<file path="config.mk">
export PLATFORM = sky130hd
export DESIGN_NAME = muldiv_hilo_unit
export DESIGN_NICKNAME = d
export VERILOG_FILES = /design/src/rtl/muldiv_pkg.sv /design/src/rtl/div_radix2.sv /design/src/rtl/muldiv_hilo_unit.sv
export SDC_FILE = /design/constraint.sdc
export NUM_CORES = 2
export LEC_CHECK = 0
export ABC_CLOCK_PERIOD_IN_PS = 8300
export BUFFER_PORTS_ARGS = -buffer_cell sky130_fd_sc_hd__buf_2
export CAP_MARGIN = 20
export CORE_MARGIN = 4
export CORE_UTILIZATION = 46
export DETAILED_ROUTE_END_ITERATION = 8
export GPL_TIMING_DRIVEN = 0
export HOLD_SLACK_MARGIN = 0.15
export SETUP_SLACK_MARGIN = 0.15
export SLEW_MARGIN = 40
export SYNTH_ARGS = -nofsm -noshare
export SYNTH_HDL_FRONTEND = slang
export SYNTH_HIERARCHICAL = 1
export SYNTH_SLANG_ARGS = --single-unit
export TNS_END_PERCENT = 10
</file>
<file path="constraint.sdc">
create_clock -name clk -period 8.3 [get_ports clk]
set_input_delay 1.66 -clock clk [delete_from_list [all_inputs] [get_ports clk]]
set_output_delay 1.66 -clock clk [all_outputs]
set_load 0.02 [all_outputs]
</file>
<file path="src/rtl/muldiv_pkg.sv">
// rtl/muldiv_pkg.sv - shared op codes, FSM states and op classifiers for the muldiv unit
package muldiv_pkg;

  typedef enum logic [3:0] {
    MD_MULT  = 4'd0,
    MD_MULTU = 4'd1,
    MD_DIV   = 4'd2,
    MD_DIVU  = 4'd3,
    MD_MADD  = 4'd4,
    MD_MADDU = 4'd5,
    MD_MSUB  = 4'd6,
    MD_MSUBU = 4'd7,
    MD_MTHI  = 4'd8,
    MD_MTLO  = 4'd9,
    MD_NOP   = 4'd10
  } md_op_e;

  typedef enum logic [1:0] {
    S_IDLE = 2'd0,
    S_RUN  = 2'd1,
    S_DONE = 2'd2
  } md_state_e;

  function automatic logic is_mul(input md_op_e op);
    return op inside {MD_MULT, MD_MULTU, MD_MADD, MD_MADDU, MD_MSUB, MD_MSUBU};
  endfunction

  function automatic logic is_div(input md_op_e op);
    return op inside {MD_DIV, MD_DIVU};
  endfunction

  function automatic logic is_signed(input md_op_e op);
    return op inside {MD_MULT, MD_DIV, MD_MADD, MD_MSUB};
  endfunction

endpackage

</file>
<file path="src/rtl/div_radix2.sv">
// rtl/div_radix2.sv - unsigned radix-2 restoring divider, one quotient bit per cycle
module div_radix2 #(
  parameter int DW = 32
) (
  input  logic          clk,
  input  logic          rst,
  input  logic          start,
  input  logic          cancel,
  input  logic [DW-1:0] dividend,
  input  logic [DW-1:0] divisor,
  output logic [DW-1:0] quotient,
  output logic [DW-1:0] remainder,
  output logic          ready
);

  localparam int CW = $clog2(DW + 1);

  logic          busy;
  logic [CW-1:0] cnt;
  logic [DW-1:0] rem_q;
  logic [DW-1:0] quo_q;
  logic [DW-1:0] dvs_q;
  logic [DW:0]   partial;
  logic          ge;

  // quotient/remainder are the result of the step taken this cycle, so the
  // final values are visible combinationally while ready is high
  always_comb begin
    partial   = {rem_q, quo_q[DW-1]};
    ge        = partial >= {1'b0, dvs_q};
    remainder = ge ? (partial[DW-1:0] - dvs_q) : partial[DW-1:0];
    quotient  = {quo_q[DW-2:0], ge};
    ready     = busy && (cnt == CW'(1));
  end

  always_ff @(posedge clk) begin
    if (rst || cancel) begin
      busy  <= 1'b0;
      cnt   <= '0;
      rem_q <= '0;
      quo_q <= '0;
      dvs_q <= '0;
    end else if (start) begin
      busy  <= 1'b1;
      cnt   <= CW'(DW);
      rem_q <= '0;
      quo_q <= dividend;
      dvs_q <= divisor;
    end else if (busy) begin
      rem_q <= remainder;
      quo_q <= quotient;
      cnt   <= cnt - CW'(1);
      busy  <= (cnt != CW'(1));
    end
  end

endmodule

</file>
<file path="src/rtl/muldiv_hilo_unit.sv">
// rtl/muldiv_hilo_unit.sv - multi-cycle mul/div/mac unit with private HI/LO pair and EX stall request
module muldiv_hilo_unit
  import muldiv_pkg::*;
#(
  parameter int DW       = 32,
  parameter int MUL_STEP = 1
) (
  input  logic          clk,
  input  logic          rst,
  input  logic          op_valid,
  input  md_op_e        op,
  input  logic [DW-1:0] src_a,
  input  logic [DW-1:0] src_b,
  input  logic          cancel,
  output logic          stallreq,
  output logic          done,
  output logic [DW-1:0] hi_rdata,
  output logic [DW-1:0] lo_rdata
);

  localparam int CW         = $clog2(DW + 1);
  localparam int MUL_CYCLES = DW / MUL_STEP;

  md_state_e       state;
  logic [CW-1:0]   cnt;
  md_op_e          op_q;
  logic [DW-1:0]   a_q;
  logic            neg_prod;
  logic            neg_rem;
  logic            b_zero;
  logic [2*DW-1:0] mcand_q;
  logic [DW-1:0]   mplier_q;
  logic [2*DW-1:0] prod_q;
  logic [DW-1:0]   hi_q;
  logic [DW-1:0]   lo_q;

  logic            md_op;
  logic            a_neg_in;
  logic            b_neg_in;
  logic [DW-1:0]   a_mag;
  logic [DW-1:0]   b_mag;
  logic            div_start;
  logic [DW-1:0]   div_quo;
  logic [DW-1:0]   div_rem;
  logic            div_ready;
  logic            finish;
  logic [2*DW-1:0] part;
  logic [2*DW-1:0] prod_next;
  logic [2*DW-1:0] prod_fix;
  logic [2*DW-1:0] mul_res;
  logic [DW-1:0]   quo_fix;
  logic [DW-1:0]   rem_fix;
  logic [2*DW-1:0] div_res;

  always_comb begin
    md_op     = is_mul(op) || is_div(op);
    a_neg_in  = is_signed(op) && src_a[DW-1];
    b_neg_in  = is_signed(op) && src_b[DW-1];
    a_mag     = a_neg_in ? -src_a : src_a;
    b_mag     = b_neg_in ? -src_b : src_b;
    div_start = (state == S_IDLE) && op_valid && !cancel && is_div(op);
    stallreq  = !rst && !cancel &&
                ((state == S_RUN) || ((state == S_IDLE) && op_valid && md_op));
    finish    = (state == S_RUN) && (is_div(op_q) ? div_ready : (cnt == CW'(1)));
  end

  // shift-add over MUL_STEP multiplier bits; sign and accumulate are applied
  // to the final product on the same edge that writes HI/LO
  always_comb begin
    part = '0;
    for (int j = 0; j < MUL_STEP; j++)
      if (mplier_q[j]) part = part + (mcand_q << j);
    prod_next = prod_q + part;
    prod_fix  = neg_prod ? -prod_next : prod_next;
    case (op_q)
      MD_MADD, MD_MADDU: mul_res = {hi_q, lo_q} + prod_fix;
      MD_MSUB, MD_MSUBU: mul_res = {hi_q, lo_q} - prod_fix;
      default:           mul_res = prod_fix;
    endcase
    quo_fix = neg_prod ? -div_quo : div_quo;
    rem_fix = neg_rem ? -div_rem : div_rem;
    div_res = b_zero ? {a_q, {DW{1'b1}}} : {rem_fix, quo_fix};
  end

  div_radix2 #(.DW(DW)) u_div (
    .clk       (clk),
    .rst       (rst),
    .start     (div_start),
    .cancel    (cancel),
    .dividend  (a_mag),
    .divisor   (b_mag),
    .quotient  (div_quo),
    .remainder (div_rem),
    .ready     (div_ready)
  );

  always_ff @(posedge clk) begin
    if (rst) begin
      state    <= S_IDLE;
      cnt      <= '0;
      op_q     <= MD_NOP;
      a_q      <= '0;
      neg_prod <= 1'b0;
      neg_rem  <= 1'b0;
      b_zero   <= 1'b0;
      mcand_q  <= '0;
      mplier_q <= '0;
      prod_q   <= '0;
      hi_q     <= '0;
      lo_q     <= '0;
      done     <= 1'b0;
    end else begin
      done <= 1'b0;
      if (cancel) begin
        state <= S_IDLE;
        cnt   <= '0;
      end else begin
        case (state)
          S_IDLE: begin
            if (op_valid) begin
              if (op == MD_MTHI) begin
                hi_q <= src_a;
              end else if (op == MD_MTLO) begin
                lo_q <= src_a;
              end else if (md_op) begin
                state    <= S_RUN;
                cnt      <= is_div(op) ? CW'(DW) : CW'(MUL_CYCLES);
                op_q     <= op;
                a_q      <= src_a;
                neg_prod <= a_neg_in ^ b_neg_in;
                neg_rem  <= a_neg_in;
                b_zero   <= (src_b == '0);
                mcand_q  <= {{DW{1'b0}}, a_mag};
                mplier_q <= b_mag;
                prod_q   <= '0;
              end
            end
          end
          S_RUN: begin
            cnt      <= cnt - CW'(1);
            mcand_q  <= mcand_q << MUL_STEP;
            mplier_q <= mplier_q >> MUL_STEP;
            prod_q   <= prod_next;
            if (finish) begin
              {hi_q, lo_q} <= is_div(op_q) ? div_res : mul_res;
              state        <= S_DONE;
              done         <= 1'b1;
            end
          end
          S_DONE:  state <= S_IDLE;
          default: state <= S_IDLE;
        endcase
      end
    end
  end

  assign hi_rdata = hi_q;
  assign lo_rdata = lo_q;

endmodule

</file>
==> reports/results.ini <==
[cells_and_area]
final_cell_mix = nand2_1, a21oi_1, nor2_1
fin_cells = 5684
multi_input_area_sq_um = 24700
final_common_cell = nand2_1
layout-drive-gt1-share = 0.151
syn2layout_area_growth_pct = 18.8
fillCellCount = 6719
nNetsFinal = 4959
seqCellArea_sq_um = 7490

[synthesis]
netlist_instances = 4425
synth_edf_count = 0
ys.flop_type = dfxtp_1
ys_ff_latch = 374
async_flop_share = 0
synthMuxAreaShare = 0.0306
synth_nets = 4668
netlist_area_sq_um = 32200
synth_xor_area_frac = 0.0993
synth_fa_ha_area_frac = 0.0671
ys_seq_area_frac = 0.232
synth_top_family_by_area = compound AO/OA/AOI/OAI gates
yosys_warnings = 6
synth_compound_area_frac = 0.282
synth_cell_type_count = 105
synth.avg_cell_area_sq_um = 7.29
synth_simple_gate_area_frac = 0.233

[power_and_ir_drop]
peakVddDrop_uv = 161
p_leak_nw = 15.4
p_per_area_nw_per_um2 = 139

[critical_path]
rr_startpoint = mplier_q[0]$_SDFFE_PP0P_
crit_arrival_ns = 9.14
crit_top_cell = buf_4
end_kind = flop
worst-r2r-cell-count = 38
cp-startpoint = mplier_q[0]$_SDFFE_PP0P_
crit_fanout = 8
start_kind = flop
path_class = flop to flop
max_stage_delay_ns = 0.50
slowest_stage = or4_1
required_ns = 8.79

[drt]
post_drt_wl_per_cell_um = 25.1
vias_per_cell = 6.36
detail-route-antenna-nets = 0
dr.pass1.iters = 6
drt_iter0_drc = 4089
dr_total_vias = 36100
drc_errors = 0
drt_wl_total_um = 143000

[placement]
io_buffers = 133
gp_congestion = 1.04
hpwl_um = 113000
placed_cells = 5490

[floorplan]
die_y_um = 273
rows = 96
die_area_sq_um = 74400
coreArea_sq_um = 69100
ios = 138
die_x_um = 273
start_util = 0.467

[timing]
fin_skew_ns = 0.0374
fin_hold_ws_ns = 0.454
post-route-period-util = 1.04
setup_viol = 7
fin_ws_ns = -0.348
rsz0062_at_grt = yes
slew_headroom = 0.328
final_max_slew_viol_count = 0
hold_viol = 0
finalCriticalPeriod_ns = 8.65
clock.fmax_ghz = 0.116
worstMarginPinSlew_ns = 1.01

[clock_tree]
clock_latency_ns = 0.64
postCtsHoldBufs = 0
clock-sinks = 374
cts_root_buf = clkbuf_16
cts_made_buffers = 47
h-tree-depth = 2
cts_tree = built
clockBufferDepth = 3
clk_pin_slew_ns = 0.06

[job]
cap_violations = 0

[grt]
grt_pass1_wl_um = 209000
gr-total-overflow = 0
grtUsageTotal = 0.365
grt_max_degree = 14
antenna_found_initial = 5
grt_pass1_vias = 32800

[hold_path]
hold_path.class = flop to flop
whs_path_depth = 2
min-delay-start = mplier_q[1]$_SDFFE_PP0P_

[run_status]
status = complete, but fails checks
violations = negative setup slack

-- Yosys cell counts, types with 17 or more instances --
library cell / number / share of area
nor4_1: 33 / 0.0064
clkbuf_1: 250 / 0.029
ha_1: 168 / 0.065
a311oi_1: 39 / 0.011
a211oi_1: 57 / 0.013
inv_1: 110 / 0.013
o41ai_1: 23 / 0.0062
o221ai_1: 27 / 0.0073
a21o_1: 82 / 0.019
and3_1: 31 / 0.0060
or3_1: 53 / 0.010
xnor2_1: 193 / 0.052
or4_1: 28 / 0.0065
o21bai_1: 17 / 0.0040
and2_1: 91 / 0.018
nand3_1: 159 / 0.025
a221oi_1: 39 / 0.011
nor3_1: 90 / 0.014
a22oi_1: 83 / 0.019
dfxtp_1: 374 / 0.23
o21ai_0: 239 / 0.037
buf_1: 18 / 0.0021
nand4_1: 42 / 0.0081
a31oi_1: 45 / 0.0087
mux2i_1: 81 / 0.025
o211ai_1: 23 / 0.0054
nor2_1: 435 / 0.051
a21oi_1: 480 / 0.075
nand2b_1: 37 / 0.0072
buf_4: 34 / 0.0079
nor2b_1: 31 / 0.0060
o21a_1: 36 / 0.0084
o31ai_1: 64 / 0.015
or2_2: 22 / 0.0043
nand2_1: 486 / 0.057
xor2_1: 170 / 0.046
-- metal layers --
layer / share of wire / routed length [um] / global-route usage
met1: 0.40 / 57500 / 0.476
met4: 0.075 / 10700 / 0.207
met3: 0.090 / 12800 / 0.0595
met5: 0.00015 / 22 / 0
met2: 0.43 / 61800 / 0.572
-- final cells by class --
cell class / instances / share of cell area
Clock buffer: 65 / 0.0348
Antenna cell: 4 / 0.000261
Sequential cell: 374 / 0.195
Buffer: 317 / 0.0390
Tap cell: 931 / 0.0304
Timing Repair Buffer: 244 / 0.0391
Multi-Input combinational cell: 3621 / 0.645
Inverter: 111 / 0.0109
Clock inverter: 17 / 0.00503
-- worst max-delay path, delay by kind of cell, from the launching register on --
family | cells | cell delay, ns
AO/OA/AOI/OAI | 16 | 3.36
AND/OR/NAND/NOR | 10 | 2.57
buffers and inverters | 7 | 1.09
XOR/XNOR | 3 | 0.63
adder cells (fa/ha/maj) | 2 | 0.52
flip-flops | 1 | 0.33
-- where the power goes --
part	internal, W	switching (W)	total (W)	leakage [nW]
registers	0.00182	0.0000235	0.00184	3.02
clock network	0.00119	0.000902	0.00209	0.750
logic	0.000526	0.000882	0.00141	11.6
total	0.00354	0.00181	0.00534	15.4
-- stage by stage --
stage	setup slack, ns	TNS, ns	total power [W]	instance area, sq um	utilization
after floorplan	0.152	0	0.00270	32300	-
after global placement	-2.68	-71.45	0.00308	34200	0.494
after global routing	-0.557	-4.38	0.00550	38300	0.555
after detailed placement	-2.29	-55.92	0.00308	34200	0.495
final	-0.348	-1.40	0.00534	38300	0.555
after CTS	-0.153	-0.719	0.00526	37600	0.544
-- kinds of logic (layout without fill, tap and decap cells) --
group / after synthesis / after routing
AND/OR/NAND/NOR: 1593 / 1593
AO/OA/AOI/OAI: 1398 / 1398
buffers and inverters: 430 / 754
flip-flops: 374 / 374
XOR/XNOR: 364 / 364
adder cells (fa/ha/maj): 171 / 171
multiplexers: 95 / 95
other: 0 / 4
-- flip-flops by register name, indices dropped and copies added (netlist names), 6 cells and up --
| register | cells |
|---|---|
| a_q | 32 |
| cnt | 6 |
| hi_rdata | 32 |
| lo_rdata | 32 |
| mcand_q | 64 |
| mplier_q | 32 |
| prod_q | 64 |
| u_div/cnt | 6 |
| u_div/dvs_q | 32 |
| u_div/quo_q | 32 |
| u_div/rem_q | 32 |
-- worst paths after layout --
path / endpoint / slack [ns]
setup / recovery: hi_rdata[25]$_SDFFE_PP0P_ / -0.35
hold / removal: mplier_q[1]$_SDFFE_PP0P_ / 0.45
setup reg to reg: hi_rdata[25]$_SDFFE_PP0P_ / -0.35
hold reg to reg: mplier_q[1]$_SDFFE_PP0P_ / 0.45
-- timing repair --
action / 4_1_cts / 5_1_grt
gates resized for setup: 251 / 102
endpoints found under the setup margin: 43 / 31
cloned: 3 / 0
buffers inserted: 74 / 31
pin swaps: 103 / 54
Power figures use the tool's default switching activity.
